### src/rtl/rv_warp_fetch_scheduler.sv
// Warp fetch scheduler: keeps per-warp PC/tmask/active/stalled state and issues
// one registered ifetch request per cycle, round-robin over active, unstalled warps.
module rv_warp_fetch_scheduler #(
    parameter int          NUM_WARPS   = 4,
    parameter int          NW_BITS     = 2,
    parameter int          NUM_THREADS = 4,
    parameter int          UUID_BITS   = 16,
    parameter logic [31:0] START_PC    = 32'h80000000
) (
    input  logic                   clk,
    input  logic                   reset,
    input  logic                   warp_ctl_valid,
    input  logic [NW_BITS-1:0]     warp_ctl_wid,
    input  logic [31:0]            warp_ctl_pc,
    input  logic [NUM_THREADS-1:0] warp_ctl_tmask,
    input  logic                   unlock_valid,
    input  logic [NW_BITS-1:0]     unlock_wid,
    input  logic                   branch_valid,
    input  logic [NW_BITS-1:0]     branch_wid,
    input  logic                   branch_taken,
    input  logic [31:0]            branch_dest,
    output logic                   ifetch_req_if_valid,
    input  logic                   ifetch_req_if_ready,
    output logic [NW_BITS-1:0]     ifetch_req_if_wid,
    output logic [31:0]            ifetch_req_if_PC,
    output logic [NUM_THREADS-1:0] ifetch_req_if_tmask,
    output logic [UUID_BITS-1:0]   ifetch_req_if_uuid,
    output logic [NUM_WARPS-1:0]   active_warps
);

    logic [31:0]            r_pc    [NUM_WARPS];
    logic [NUM_THREADS-1:0] r_tmask [NUM_WARPS];
    logic [NUM_WARPS-1:0]   r_active;
    logic [NUM_WARPS-1:0]   r_stalled;
    logic [NW_BITS-1:0]     r_rr;
    logic [UUID_BITS-1:0]   r_uuid;

    logic                   r_req_valid;
    logic [NW_BITS-1:0]     r_req_wid;
    logic [31:0]            r_req_pc;
    logic [NUM_THREADS-1:0] r_req_tmask;
    logic [UUID_BITS-1:0]   r_req_uuid;

    logic [NUM_WARPS-1:0]   w_eligible;
    logic                   w_found;
    logic [NW_BITS-1:0]     w_pick;
    logic                   w_load;
    logic                   w_sel;

    assign w_eligible = r_active & ~r_stalled;
    assign w_load     = !r_req_valid || ifetch_req_if_ready;
    assign w_sel      = w_load && w_found;

    // Index arithmetic is NW_BITS wide, so the scan wraps modulo NUM_WARPS for free.
    always_comb begin
        w_found = 1'b0;
        w_pick  = r_rr;
        for (int k = 0; k < NUM_WARPS; k++) begin
            if (!w_found && w_eligible[r_rr + NW_BITS'(k)]) begin
                w_found = 1'b1;
                w_pick  = r_rr + NW_BITS'(k);
            end
        end
    end

    always_ff @(posedge clk) begin
        if (reset) begin
            for (int w = 0; w < NUM_WARPS; w++) begin
                r_pc[w]    <= (w == 0) ? START_PC : 32'h0;
                r_tmask[w] <= (w == 0) ? {NUM_THREADS{1'b1}} : {NUM_THREADS{1'b0}};
            end
            r_active  <= NUM_WARPS'(1);
            r_stalled <= '0;
        end else begin
            for (int w = 0; w < NUM_WARPS; w++) begin
                // Branch redirect only counts for a warp that is actually waiting on it.
                if (warp_ctl_valid && warp_ctl_wid == NW_BITS'(w)) begin
                    r_pc[w]     <= warp_ctl_pc;
                    r_tmask[w]  <= warp_ctl_tmask;
                    r_active[w] <= |warp_ctl_tmask;
                end else if (branch_valid && branch_taken && r_stalled[w]
                             && branch_wid == NW_BITS'(w)) begin
                    r_pc[w] <= branch_dest;
                end else if (w_sel && w_pick == NW_BITS'(w)) begin
                    r_pc[w] <= r_pc[w] + 32'd4;
                end

                if (w_sel && w_pick == NW_BITS'(w)) begin
                    r_stalled[w] <= 1'b1;
                end else if ((unlock_valid && unlock_wid == NW_BITS'(w))
                             || (branch_valid && branch_wid == NW_BITS'(w))) begin
                    r_stalled[w] <= 1'b0;
                end
            end
        end
    end

    always_ff @(posedge clk) begin
        if (reset) begin
            r_req_valid <= 1'b0;
            r_req_wid   <= '0;
            r_req_pc    <= '0;
            r_req_tmask <= '0;
            r_req_uuid  <= '0;
            r_uuid      <= '0;
            r_rr        <= '0;
        end else if (w_load) begin
            r_req_valid <= w_found;
            if (w_found) begin
                r_req_wid   <= w_pick;
                r_req_pc    <= r_pc[w_pick];
                r_req_tmask <= r_tmask[w_pick];
                r_req_uuid  <= r_uuid;
                r_uuid      <= r_uuid + 1'b1;
                r_rr        <= w_pick + 1'b1;
            end
        end
    end

    assign ifetch_req_if_valid = r_req_valid;
    assign ifetch_req_if_wid   = r_req_wid;
    assign ifetch_req_if_PC    = r_req_pc;
    assign ifetch_req_if_tmask = r_req_tmask;
    assign ifetch_req_if_uuid  = r_req_uuid;
    assign active_warps        = r_active;

endmodule
### config.mk
export PLATFORM = sky130hd
export DESIGN_NAME = rv_warp_fetch_scheduler
export DESIGN_NICKNAME = d
export VERILOG_FILES = /design/src/rtl/rv_warp_fetch_scheduler.sv
export SDC_FILE = /design/constraint.sdc
export NUM_CORES = 1
export LEC_CHECK = 0
export ABC_AREA = 0
export CORE_ASPECT_RATIO = 1.5
export CORE_MARGIN = 2
export CORE_UTILIZATION = 52
export CTS_CLUSTER_DIAMETER = 100
export CTS_CLUSTER_SIZE = 12
export DETAILED_ROUTE_END_ITERATION = 10
export PLACE_DENSITY = 0.78
export SYNTH_ARGS = -nofsm -noshare
export SYNTH_HDL_FRONTEND = slang
export SYNTH_SLANG_ARGS = --single-unit
### constraint.sdc
create_clock -name clk -period 2.9 [get_ports clk]
set_input_delay 0.725 -clock clk [delete_from_list [all_inputs] [get_ports clk]]
set_output_delay 0.725 -clock clk [all_outputs]
set_load 0.01 [all_outputs]
## Word-level counts from Yosys, hierarchy flattened

Memories as Yosys holds them, arrays and structs flattened. A register that Yosys moved wholly into a read port is not among the register bits.
Cells that the tools add are included.
Widths: inputs -> output; s select.

- Bits in registers: 45
- Memory bits (writable): 144
- Input port bits: 81
- Output and inout port bits: 59
- Logic and storage cells: 195
- Memories: 2

Memories:

| name | words | width | rd ports | clocked after memory_dff | write ports | line | source |
|---|---|---|---|---|---|---|---|
| r_pc | 4 | 32 | 5 | 1 | 4 | 31 | `logic [31:0] r_pc [NUM_WARPS];` |
| r_tmask | 4 | 4 | 1 | 1 | 4 | 32 | `logic [NUM_THREADS-1:0] r_tmask [NUM_WARPS];` |

- Add/subtract/negate cells: 9
- $lt $le $gt $ge: 4
- Equal/unequal tests: 12
- Multiplexer cells: 89
- Bitwise gates (word level): 18
- Reduce and logical (&&, ||, !) cells: 48

Operator list:

| cell | number |
|---|---|
| $mux 32 | 12 |
| $add 32x3->32 const B | 4 |
| $mux 1 | 66 |
| $logic_and 1x1->1 | 29 |
| $add 16x1->16 const B | 1 |
| $eq 2x2->1 const B | 8 |
| $mux 4 | 4 |
| $or 1x1->1 | 16 |
| $lt 2x3->1 const B | 4 |
| $bmux 1 s2 | 4 |
| $eq 2x1->1 const B | 4 |
| $logic_not 2->1 | 4 |
| $reduce_bool 2->1 | 4 |
| $mux 2 | 3 |
| $logic_or 1x1->1 | 5 |
| $add 2x1->2 const B | 2 |
| $add 2x2->2 const B | 2 |
| $and 4x4->4 | 1 |
| $logic_not 1->1 | 4 |
| $not 4->4 | 1 |
| $reduce_or 4->1 | 1 |
| $reduce_and 2->1 | 1 |

## Logic depth before layout (Yosys ltp)

Gate-level depths: netlist of run 1.

- Depth in word-level cells: 22
- Gate-level depth with buffers: 8
- Mapped depth without buffers: 6

## Worst setup path before layout of run 1

No wires, ideal clock.

- Path type: flip-flop to flip-flop
- Start point: reg r_active[1], in the netlist active_warps[1]
- End point: mem r_pc[1][10] (enable)
- Setup time: 392 ps
- Arrival: 2,494 ps
- Slack: 14 ps
- Cell stages (with the launch flop): 8
- Path buffers: 2
- Path through: dfxtp_1 > nor2b_1 > a311o_1 > o21a_1 > buf_2 > buf_1 > nand3_1 > nand3_1

RTL lines:

| element | line | source |
|---|---|---|
| start: declaration | 33 | `logic [NUM_WARPS-1:0] r_active;` |
| start signal: indexed assignment | 80 | `r_active[w] <= \|warp_ctl_tmask;` |
| end: declaration | 31 |  |

## Worst setup path in the final report of run 1

- Start point: reg r_active[1], in the netlist active_warps[1]
- End point: reg r_req_pc[7], in the netlist ifetch_req_if_PC[7], read port of r_pc

- Longest elaborated chain between the ends: 14
- Elaborated cells on any way between the ends: 23
- Those cells by class: mux: 15; bitwise: 1; reduce/logical: 7

RTL lines:

| element | line | source |
|---|---|---|
| $and 4x4->4 (*) | 50 | `assign w_eligible = r_active & ~r_stalled;` |
| $bmux 1 s2 | 59 | `if (!w_found && w_eligible[r_rr + NW_BITS'(k)]) begin` |
| $mux 1 (implied by the code) | 59 |  |
| $mux 1 | 59 |  |
| $logic_not 1->1 | 59 |  |
| $logic_and 1x1->1 | 59 |  |
| $mux 1 | 59 |  |
| $logic_not 1->1 | 59 |  |
| $logic_and 1x1->1 | 59 |  |
| $mux 1 | 59 |  |
| $logic_not 1->1 | 59 |  |
| $logic_and 1x1->1 | 59 |  |
| $mux 1 | 59 |  |
| $reduce_and 2->1 (no source line) | -- |  |
| end: declaration | 40 | `logic [31:0] r_req_pc;` |

Mark *: on every way between the ends. The rest lies on a longest branch, timed or not. The select of a mux whose other input is x is not followed.
A chain may end at the register's enable or synchronous reset.

==> run summary, run 1 <==
Status: finished, final reports clean
Synth cell count leaders: edfxtp_1, mux2i_1, nand2_1
Most common cell in the netlist: edfxtp_1
Antenna violations before repair: 1
Vias per inst: 6.41
Setup TNS: 0 ps
Final WS setup: 277 ps
Vias in the first global route: 11256
Req. time, crit path: 3260 ps
Synth top area share: 33.8%
Post-route cell area: 15500 um2
Clk Latency, worst-skew pair: 520 ps
Cts repair resizes: 0
GRT met2 Usage: 52.3%
Simple-gate portion of the synthesized area: 15.5%
Post-synth EDFFs: 144
GRT met1 Usage: 33.8%
Hold buffers post-CTS: 0
Vias: 11024
Cell taking the most area after synthesis: edfxtp_1
Initial drt markers: 1108
Post-route ant nets: 0
Pleak: 5.36 nW
Mux contribution to synthesized area: 11.2%
Num Clock Sinks: 225
Chip Height: 196 um
Maximum vdd drop: 0.386 mV
Io pins: 140
Cells after Synth: 1237
Syn avg cell area: 10.4 um2
Die area: 25900 um2
Worst hold path type: reg -> reg
NumNets Final: 1464
Crit path max-delay cell type: o21a_2
M3 GR Usage: 4.68%
Highest Clock Rate: 381 MHz
Main combinational cell family by area after synthesis: simple AND/OR/NAND/NOR gates
CP max FO: 17
Largest net degree at the start of global routing: 38
Grt ovf: 0
Number of buffers created by CTS: 22
Crit-path cells: nor2b_1 -> a311o_1 -> o21a_2 -> buf_4 -> mux2i_1 -> o221ai_1
Buffers on Ports: 139
CP startpoint kind: register
Worst min-delay path startpoint: ifetch_req_if_uuid[12]
Kind of critical path: reg -> reg
Register area share after synthesis: 46.4%
CP Data Arrival Time: 2990 ps
Fin. Hold Viols: 0
Root buffer cell: clkbuf_16
DRC Markers: 0
Final Critical Period: 2620 ps
FF+latch count, synth: 225
Final HPWL from detailed placement: 26400 um
Synth top area cells: edfxtp_1, dfxtp_1, mux2i_1
Final worst path period share: 90.5%
Core area: 24300 um2
Layout cells sized above 1: 7.03%
GRT Max-Usage Layer: met2
Die X: 132 um
Net count after synthesis: 1323
Count of different cell masters after synthesis: 53
Async S/R FF share, synth: 0%
Area Overhead vs Synth: 21.0%
Pwr/cell area: 602 nW/um2
WL/cell: 22.8 um
Adder-cell share of the synthesized area: 0.489%
Crit path launch: active_warps[1]
Post-Synth XOR/XNOR Area: 8.55%
Placed Instance Area: 14900 um2
Setup Viol. Count Final: 0
Total of warnings raised by yosys: 0
First-pass detailed-route iteration total: 6
DP Worst Slack: 66.5 ps
Fill cell count: 1983
RSZ-0062 raised after global routing: no
CTS tree: built
Clock skew: 12.8 ps
Worst hold slack: 459 ps
Routed Wire Length: 39200 um
Max-cap viol count: 0
Slew Limit Headroom: 23.1%
Critical R2R Launch: active_warps[1]
First-pass GRT wire length: 61200 um
Slew Limit Fails: 0
CP endpoint kind: register
Compound-Gate Fraction of Synth Area: 14.7%
Top_reg_cell synth: edfxtp_1
Starting Density: 52.8%
Max incr delay on CP: 510 ps
CTS clk-pin slew, worst paths: 60 ps
CTS H-tree depth: 1
Postcts setup bufs: 0
Longest Clk Path Bufs: 3
Total track usage: 29.8%
Tightest Pin Transition: 1150 ps
Mapped Area: 12800 um2
Rows: 70
Routability Congestion: 0.886
worst paths after layout:
check,depth (start not counted),slack (ps),end
worst min-delay path,2,460,ifetch_req_if_uuid[12]
worst max-delay path,6,280,ifetch_req_if_PC[7]
worst max register to register,6,280,ifetch_req_if_PC[7]
worst min register to register,2,460,ifetch_req_if_uuid[12]
stage by stage:
| step | instances | power (W) | util, % |
|---|---|---|---|
| final | 1719 | 0.00933 | 63.9 |
| after global routing | 1718 | 0.00967 | 63.9 |
| after CTS | 1718 | 0.00932 | 63.9 |
| after detailed placement | 1678 | 0.00664 | 61.2 |
| after global placement | 1678 | 0.00658 | 61.2 |
| after floorplan | 1237 | 0.00562 | - |
critical path, delay by kind of cell (launching register included):
kind	cells	cell delay [ps]
buffers and inverters	1	400
DFF	1	410
muxes	1	300
and+or+nand+nor	1	430
AOI/OAI and AO/OA	3	930
report_power, final:
group	switching [W]	internal (W)
combinational	0.00119	0.000997
clock	0.00122	0.00148
sequential	0.000502	0.00394
cells in the final DEF (no fill, tap or decap), types with 48 or more instances in the layout:
cell             synthesis  layout
edfxtp_1               144     144
o21ai_0                 49      49
clkdlybuf4s50_1          0     139
xor2_1                  85      85
nand2_1                123     123
dfxtp_1                 81      81
nand4_1                 48      48
nand3_1                 61      61
a22oi_1                119     119
mux2i_1                142     142
registers in the layout, indices dropped and copies added, names as in the netlist:
register	cells
ifetch_req_if_PC	32
r_uuid	16
r_rr	2
active_warps	4
r_pc	128
ifetch_req_if_wid	2
ifetch_req_if_uuid	16
r_stalled	4
r_tmask	16
ifetch_req_if_tmask	4
ifetch_req_if_valid	1
final cells by class:
cell class	count	area (um2)	share of cell area (%)
Antenna cell	1	2.50	0.0161
Clock buffer	39	636	4.10
Clock inverter	1	5.00	0.0323
Inverter	19	71.3	0.460
Multi-Input combinational cell	919	6490	41.9
Sequential cell	225	5950	38.4
Tap cell	324	405	2.62
Timing Repair Buffer	191	1940	12.5
layer usage:
metal	vias up	wire, um
li1	4994	-
met1	5324	14000
met2	556	19700
met3	150	3020
met4	0	2420
met5	-	0
kinds of logic (layout without fill, tap and decap cells):
logic type      after synthesis  count (layout)
xor+xnor                    125             125
flops                       225             225
simple gates                383             383
fa+ha+maj                     5               5
mux                         143             143
other cells                   0               1
buf+inv                      93             250
compound gates              263             263
(Power assumes the default switching activity.)
==> run 2: changes to the inputs <==
--- a/config.mk
+++ b/config.mk
@@ -8,11 +8,11 @@
 export ABC_AREA = 0
 export CORE_ASPECT_RATIO = 1.5
 export CORE_MARGIN = 2
-export CORE_UTILIZATION = 52
+export CORE_UTILIZATION = 55
 export CTS_CLUSTER_DIAMETER = 100
 export CTS_CLUSTER_SIZE = 12
 export DETAILED_ROUTE_END_ITERATION = 10
-export PLACE_DENSITY = 0.78
+export PLACE_DENSITY = 0.79
 export SYNTH_ARGS = -nofsm -noshare
 export SYNTH_HDL_FRONTEND = slang
 export SYNTH_SLANG_ARGS = --single-unit
==> constraint.sdc (replaced) <==
create_clock -name clk -period 2.7 [get_ports clk]
set_input_delay 0.675 -clock clk [delete_from_list [all_inputs] [get_ports clk]]
set_output_delay 0.675 -clock clk [all_outputs]
set_load 0.01 [all_outputs]
==> run summary, run 2 (synthesis gave the netlist of run 1 again) <==
Status: finished, final reports clean
Req. time, crit path: 3080 ps
Routed Wire Length: 38400 um
Sequential power share: 47.6%
Worst hold path type: reg -> reg
Area Overhead vs Synth: 21.5%
Clk Latency, worst-skew pair: 510 ps
Setup Viol. Count Final: 0
Kind of critical path: reg -> reg
Layout cells sized above 1: 7.79%
Fill cell count: 1760
First-pass detailed-route iteration total: 6
Final HPWL from detailed placement: 26000 um
Area of the multi-input gates: 6500 um2
Routability Congestion: 0.881
Crit-path cells: nor2b_1 -> a311o_1 -> o21a_2 -> buf_12 -> mux2i_1 -> o221ai_1
Vias: 11130
Io pins: 140
Clock group share of total power: 28.6%
Vias per inst: 6.62
CP startpoint kind: register
RSZ-0062 raised after global routing: no
Fin. Hold Viols: 0
Register area: 5950 um2
Postcts setup bufs: 0
Tightest Pin Transition: 1150 ps
CP max FO: 38
Max incr delay on CP: 420 ps
Root buffer cell: clkbuf_16
Most common cell after layout, fill and taps aside: edfxtp_1
Core area: 23000 um2
Final Critical Period: 2440 ps
Post-route ant nets: 0
Worst hold slack: 454 ps
Die X: 129 um
Logic pwr share: 23.8%
Max-cap viol count: 0
Rows: 68
First-pass GRT wire length: 60000 um
Crit path max-delay cell type: nor2b_1
Initial drt markers: 1148
Hold buffers post-CTS: 0
Slew Limit Headroom: 23.1%
Highest Clock Rate: 410 MHz
Total track usage: 31.2%
Switching Fraction: 30.9%
Final worst path period share: 90.4%
Post-Layout Cell Count: 1681
CTS H-tree depth: 1
Cell count after placement: 1640
Num Clock Sinks: 225
Maximum vdd drop: 0.457 mV
CTS tree: built
Number of buffers created by CTS: 22
P_sw: 0.00310 W
Slew Limit Fails: 0
CP Data Arrival Time: 2820 ps
Grt ovf: 0
Pwr/cell area: 645 nW/um2
Buffers on Ports: 139
Number of flip-flops in the largest register: 128
Antenna violations before repair: 1
Clock skew: 18.5 ps
P_int: 0.00694 W
Most flop-heavy register: r_pc
CP endpoint kind: register
Cts repair resizes: 0
Most frequent cells in the layout: edfxtp_1, mux2i_1, clkdlybuf4s50_1
Setup TNS: 0 ps
Largest net degree at the start of global routing: 39
Longest Clk Path Bufs: 3
WL/cell: 22.9 um
Pleak: 5.42 nW
Vias in the first global route: 11342
DRC Markers: 0
Die area: 24500 um2
CTS clk-pin slew, worst paths: 70 ps
NumNets Final: 1470
Setup slack, reg-to-reg: 260 ps
Chip Height: 191 um
Starting Density: 55.7%
-- run 2: critical path, delay by kind of cell, from the launching register on --
kind,cells,cell delay [ps]
and+or+nand+nor,1,420
DFF,1,400
muxes,1,360
AOI/OAI and AO/OA,3,770
buffers and inverters,1,350
-- run 2: final timing paths --
path	startpoint	to	depth (start not counted)
min	ifetch_req_if_uuid[11]	ifetch_req_if_uuid[11]	2
max	active_warps[1]	ifetch_req_if_PC[28]	6
max reg2reg	active_warps[1]	ifetch_req_if_PC[28]	6
min reg2reg	ifetch_req_if_uuid[11]	ifetch_req_if_uuid[11]	2
-- run 2: area by class of cell --
class,instances,area share (%)
repair buffers,197,13.2
well taps,280,2.25
clock buffers,39,4.08
inverters,19,0.458
diodes,1,0.0161
flip-flops and latches,225,38.2
multi-input cells,919,41.8
clock inverters,1,0.0322
-- run 2: through the flow --
step / area [um2] / utilization (%) / total power, W / setup slack (ps)
after floorplan: 12800 / - / 0.00604 / 121
after detailed placement: 14900 / 64.9 / 0.00718 / 3.00
after CTS: 15600 / 67.7 / 0.0100 / 296
after global placement: 14900 / 64.9 / 0.00711 / 88.4
after global routing: 15600 / 67.7 / 0.0104 / 131
final: 15600 / 67.7 / 0.0100 / 259
-- run 2: power groups by stage --
stage	Clock (W)	Combinational [W]	Sequential [W]
after global routing	0.00301	0.00256	0.00482
after CTS	0.00288	0.00238	0.00475
after detailed placement	0	0.00236	0.00481
final	0.00287	0.00239	0.00477
after global placement	0	0.00231	0.00480
after floorplan	0	0.00132	0.00472
-- run 2: metal layers --
| layer | GRT usage, % | vias up | wire length (um) |
|---|---|---|---|
| li1 | - | 4996 | - |
| met2 | 55.3 | 635 | 19700 |
| met3 | 4.77 | 161 | 3180 |
| met1 | 35.3 | 5338 | 13500 |
| met4 | 17.9 | 0 | 2120 |
| met5 | 0 | - | 0 |
==> run 3: changes to the inputs <==
--- a/config.mk
+++ b/config.mk
@@ -6,6 +6,7 @@
 export NUM_CORES = 1
 export LEC_CHECK = 0
 export ABC_AREA = 0
+export ABC_CLOCK_PERIOD_IN_PS = 2700
 export CORE_ASPECT_RATIO = 1.5
 export CORE_MARGIN = 2
 export CORE_UTILIZATION = 55
==> results of run 3 <==
Final layout, timing and power as in run 2 (identical DEF).
